--- src/rtl/paddle_ctrl.sv ---
// Per-player paddle input conditioning: analog stick mapping, accelerating digital
// integrator and automatic source arbitration. Optional IIR smoothing: PADDLE_FILTER_EN.
module paddle_ctrl #(
  parameter int STEP_DIV   = 1024,
  parameter int ACCEL_MAX  = 4,
  parameter int RAMP_TICKS = 16,
  parameter int DEADBAND   = 8
) (
  input  logic        clk_sys,
  input  logic        reset_n,
  input  logic [15:0] analog_in,
  input  logic [1:0]  axis_sel,
  input  logic        joy_up,
  input  logic        joy_down,
  output logic [7:0]  vpos_out,
  output logic        src_digital
);

  localparam int CW = (STEP_DIV > 1) ? $clog2(STEP_DIV) : 1;
  localparam int SW = $clog2(ACCEL_MAX + 1);
  localparam int RW = $clog2(RAMP_TICKS + 1);

  localparam logic [1:0] DIR_NONE = 2'b00;
  localparam logic [1:0] DIR_UP   = 2'b01;
  localparam logic [1:0] DIR_DN   = 2'b10;

  logic [CW-1:0] cnt_q, cnt_d;
  logic          src_q, src_d;
  logic [7:0]    vpos_q, vpos_d;
  logic [SW-1:0] step_q, step_d;
  logic [RW-1:0] ramp_q, ramp_d;
  logic [1:0]    dir_q, dir_d;
  logic [7:0]    aref_q, aref_d;

  logic              tick, btn, mv_up, mv_dn, dev_big, dir_chg;
  logic [7:0]        a;
  logic signed [8:0] adiff;
  logic [8:0]        adiff_abs;
  logic [1:0]        dir_new;
  logic [SW-1:0]     stp_eff;
  logic [RW-1:0]     ramp_inc;
  logic [8:0]        pos_sum, pos_dif;
`ifdef PADDLE_FILTER_EN
  logic signed [8:0] fdiff, fsh;
`endif

  always_comb begin
    case (axis_sel)
      2'b01:   a = analog_in[7:0] + 8'h80;
      2'b10:   a = analog_in[7:0] ^ 8'h7F;
      default: a = analog_in[15:8] + 8'h80;
    endcase
  end

  assign tick      = (cnt_q == CW'(STEP_DIV - 1));
  assign btn       = joy_up | joy_down;
  assign mv_up     = joy_up & ~joy_down;
  assign mv_dn     = joy_down & ~joy_up;
  assign adiff     = $signed({1'b0, a}) - $signed({1'b0, aref_q});
  assign adiff_abs = adiff[8] ? 9'(-adiff) : 9'(adiff);
  assign dev_big   = adiff_abs > 9'(DEADBAND);

  // A reversal (or first move after idle) restarts the ramp before moving.
  assign dir_new  = mv_up ? DIR_UP : DIR_DN;
  assign dir_chg  = (dir_new != dir_q);
  assign stp_eff  = dir_chg ? SW'(1) : step_q;
  assign ramp_inc = (dir_chg ? '0 : ramp_q) + 1'b1;
  assign pos_sum  = {1'b0, vpos_q} + 9'(stp_eff);
  assign pos_dif  = {1'b0, vpos_q} - 9'(stp_eff);

`ifdef PADDLE_FILTER_EN
  // Arithmetic shift alone would stall a few units short; force a unit step.
  always_comb begin
    fdiff = $signed({1'b0, a}) - $signed({1'b0, vpos_q});
    fsh   = fdiff >>> 2;
    if (fsh == 9'sd0 && fdiff != 9'sd0) fsh = fdiff[8] ? -9'sd1 : 9'sd1;
  end
`endif

  always_comb begin
    cnt_d  = tick ? '0 : cnt_q + 1'b1;
    src_d  = src_q;
    vpos_d = vpos_q;
    step_d = step_q;
    ramp_d = ramp_q;
    dir_d  = dir_q;
    aref_d = src_q ? aref_q : a;
    if (!src_q) begin
      step_d = SW'(1);
      ramp_d = '0;
      dir_d  = DIR_NONE;
      if (btn) begin
        src_d = 1'b1;
      end else begin
`ifdef PADDLE_FILTER_EN
        if (tick) vpos_d = vpos_q + fsh[7:0];
`else
        vpos_d = a;
`endif
      end
    end else begin
      if (!btn && dev_big) src_d = 1'b0;
      if (tick) begin
        if (!mv_up && !mv_dn) begin
          step_d = SW'(1);
          ramp_d = '0;
          dir_d  = DIR_NONE;
        end else begin
          if (mv_up) vpos_d = pos_dif[8] ? 8'h00 : pos_dif[7:0];
          else       vpos_d = pos_sum[8] ? 8'hFF : pos_sum[7:0];
          dir_d  = dir_new;
          step_d = stp_eff;
          ramp_d = ramp_inc;
          if (ramp_inc == RW'(RAMP_TICKS)) begin
            ramp_d = '0;
            if (stp_eff != SW'(ACCEL_MAX)) step_d = stp_eff + 1'b1;
          end
        end
      end
    end
  end

  always_ff @(posedge clk_sys or negedge reset_n) begin
    if (!reset_n) begin
      cnt_q  <= '0;
      src_q  <= 1'b0;
      vpos_q <= 8'h80;
      step_q <= SW'(1);
      ramp_q <= '0;
      dir_q  <= DIR_NONE;
      aref_q <= 8'h80;
    end else begin
      cnt_q  <= cnt_d;
      src_q  <= src_d;
      vpos_q <= vpos_d;
      step_q <= step_d;
      ramp_q <= ramp_d;
      dir_q  <= dir_d;
      aref_q <= aref_d;
    end
  end

  assign vpos_out    = vpos_q;
  assign src_digital = src_q;

endmodule
--- config.mk ---
export PLATFORM = sky130hd
export DESIGN_NAME = paddle_ctrl
export DESIGN_NICKNAME = d
export VERILOG_FILES = /design/src/rtl/paddle_ctrl.sv
export SDC_FILE = /design/constraint.sdc
export NUM_CORES = 1
export LEC_CHECK = 0
export CAP_MARGIN = 40
export CORE_ASPECT_RATIO = 1.5
export CORE_MARGIN = 2
export CORE_UTILIZATION = 55
export DETAILED_ROUTE_END_ITERATION = 12
export MAX_ROUTING_LAYER = met4
export PLACE_DENSITY_LB_ADDON = 0.15
export SYNTH_ARGS = -nofsm -noshare
export SYNTH_HDL_FRONTEND = slang
export SYNTH_SLANG_ARGS = --single-unit
--- constraint.sdc ---
create_clock -name clk_sys -period 4 [get_ports clk_sys]
set_clock_uncertainty 0.2 [all_clocks]
set_input_delay 0.8 -clock clk_sys [delete_from_list [all_inputs] [get_ports clk_sys]]
set_output_delay 0.8 -clock clk_sys [all_outputs]
set_load 0.1 [all_outputs]
==> metrics.txt <==
most frequent cells in the layout=buf_4 (39), dfrtp_1 (34), nand2_1 (33); final worst-path cycle share=a little over nine tenths; clk sinks=37; mux contribution to synthesized area=approximately 2.6%; final setup vio count=0; Yosys cell types=65; Max Freq=between 200 and 300 MHz; Hold Fails Final Rpt=0; status=completed; final-report max-slew violation count=0; Synth Area in Compound Gates=20.3%; initial antenna violation count=0; Worst Path Arrival=3770 ps; CP Capture Point=src_digital; RR Endpoint=vpos_out[3]; Mapped Cells=371; Filler cells=about 430; Die W=65.6 um; vias per cell=approximately 5.7; final antenna-violating net count=0; Cell Area, Placed=3860 um2; routability cong.=around 0.94; routed via count=about 3000; cell area after layout=a little under 4000 um2; vias in the first global route=2849; #FFs+latches synth=37; ant diodes=0; net count after synthesis=423; Top FF cell, synth=dfrtp_1; die footprint=between 6000 and 7000 um2; # IOs=31; Detailed Routing Iterations Pass 1=4; main combinational cell family by area after synthesis=simple AND/OR/NAND/NOR gates; CTS tree=yes; most common cell after layout, fill and taps aside=buf_4; Total GRT Usage=roughly a quarter; Startpoint Class=input port; Core ar.=around 5500 um2; DRC Markers=0; initial core utilization=a little under three fifths; Crit. End Element=flip-flop; Avg Cell Area, Syn=between 8 and 9 um2; # hold bufs at CTS=0; unrepaired setup endpoints after global routing=yes; CTS Buffer Depth=2; number of buffers created by CTS=5; Worst-Margin Slew=about 660 ps; pin count of the biggest net entering global routing=38; final core occ=between 70 and 80%; Synth Area in Adders=approximately an eighth; sequential area share after synthesis=approximately 30%; CP startpoint=axis_sel[0]; global route overflow=0; simple-gate share of the synthesized area=between 20% and 30%; H-tree levels=2; Die Height=between 90 and 100 um; initial detailed-routing violation count=approximately 220; max cap viols=0; Ys Warns=0; Site Rows=33; Worst-Skew Late Latency=about 290 ps; Slew HR=a little under three fifths; async set or reset register ratio after synthesis=100%; WL/cell=around 14 um; first-pass GRT wire length=12500 um; Max IR drop VDD=0.479 mV; setup TNS=0 ps; HP Class=in2async; XOR/XNOR share of the synthesized area=roughly 5.0%; CP Max Fanout=8; EDFF count, synth=0; R2R depth=12; LEAKAGE=1.80 nW; clock slew at reported path FFs=around 70 ps; Root Buffer=clkbuf_8; PD cells=approximately 670 nW/um2; DP HPWL=approximately 5700 um; crit path time final=~3800 ps; Post-Route WL=7190 um; Port Buffer Count=30; layout cells sized above 1=between 15 and 20%; flop-to-flop setup slack=around 1100 ps; Pwr Total=roughly 2.7 mW; final-stage net count=between 400 and 500; Critical Path RT=4010 ps; Area Overhead vs Synth=26.9%; reg-to-reg startpoint=dir_q[0]; CP Class=in2reg; Synth Cell Area=between 3000 and 4000 um2
==> worst min-delay path by stage <==
stage | cells past startpoint | from | to | slack, ps
3_3_place_gp | 1 | aref_q[5] | aref_q[5] | 270
6_report | 1 | reset_n | vpos_out[4] | 140
5_1_grt | 1 | reset_n | vpos_out[6] | 140
4_1_cts | 1 | reset_n | vpos_out[4] | 140
3_5_place_dp | 1 | aref_q[2] | aref_q[2] | 270
2_1_floorplan | 2 | aref_q[4] | aref_q[4] | 250
==> worst max-delay path, stage by stage <==
cell	delay, ps
clkdlybuf4s50_1	470
inv_1	60
ha_2	380
buf_4	150
nor2_1	40
a21oi_1	200
inv_1	70
ha_1	320
or2_1	240
o31a_2	130
xnor2_1	280
nand3_1	150
xnor2_1	170
a31oi_1	110
a211oi_2	190
==> metal layers <==
metal | global-route usage [%] | vias up | wire length, um | share of wire (%)
met5 | - | - | 0 | 0
met2 | 46.3 | 48 | 3780 | 52
li1 | - | 1453 | - | -
met4 | 10.8 | 0 | 159 | 2.2
met3 | 3.01 | 16 | 178 | 2.5
met1 | 29.6 | 1402 | 3080 | 43
==> kinds of logic (layout without fill, tap and decap cells) <==
family	count (synthesis)	after routing
and+or+nand+nor	137	137
AOI/OAI and AO/OA	95	95
buffers and inverters	47	117
DFF	37	37
adders and majority gates	30	30
xor gates and xnor gates	17	17
muxes	8	8
==> timing repair <==
item / in CTS / in global routing
endpoints found under the hold margin: 0 / 0
buffers inserted: 0 / 0
gates resized for setup: 0 / 3
endpoints found under the setup margin: 0 / 5
==> sequential cells by signal, summed over array words and instances, names as in the netlist <==
signal       count
src_digital      1
vpos_out         8
cnt_q           10
ramp_q           5
dir_q            2
aref_q           8
step_q           3
==> layout make-up <==
class	count	area, um2	share of cell area, %
clock buffer	7	96.3	2.43
clock inverter	1	5.00	0.126
inverter	32	120	3.03
multi-input combinational	287	2010	50.7
sequential	37	930	23.4
tap	70	87.6	2.21
timing repair buffer	77	718	18.1
==> Yosys cell counts, types with 5 or more instances <==
| library cell | count | area, um2 |
|---|---|---|
| clkbuf_1 | 9 | 33.8 |
| xnor2_1 | 9 | 78.8 |
| nand4_1 | 5 | 31.3 |
| nand2_1 | 33 | 124 |
| nand3_1 | 14 | 70.1 |
| nor2b_1 | 10 | 62.6 |
| nand2b_1 | 6 | 37.5 |
| o21ai_0 | 24 | 120 |
| dfrtp_1 | 34 | 851 |
| a31oi_1 | 8 | 50.1 |
| ha_1 | 27 | 338 |
| nor2_1 | 31 | 116 |
| a21o_1 | 5 | 37.5 |
| xor2_1 | 7 | 61.3 |
| inv_1 | 32 | 120 |
| a21oi_1 | 18 | 90.1 |
| nor3_1 | 7 | 35.0 |
| mux2i_1 | 8 | 80.1 |
| and3_1 | 6 | 37.5 |
==> power by group <==
part	switching (mW)	internal, mW
Sequential	0.113	0.464
Clock	0.133	0.156
Combinational	1.02	0.769
Total	1.27	1.39
==> per-stage QoR <==
step / setup WS (ps) / hold WS, ps / instances
after floorplan: 267 / 249 / 371
after global placement: -62.8 / 266 / 494
after detailed placement: -162 / 269 / 503
after CTS: 135 / 138 / 511
after global routing: -16.2 / 142 / 511
final: 237 / 145 / 511
No activity file was read; power rests on OpenSTA's default activity.
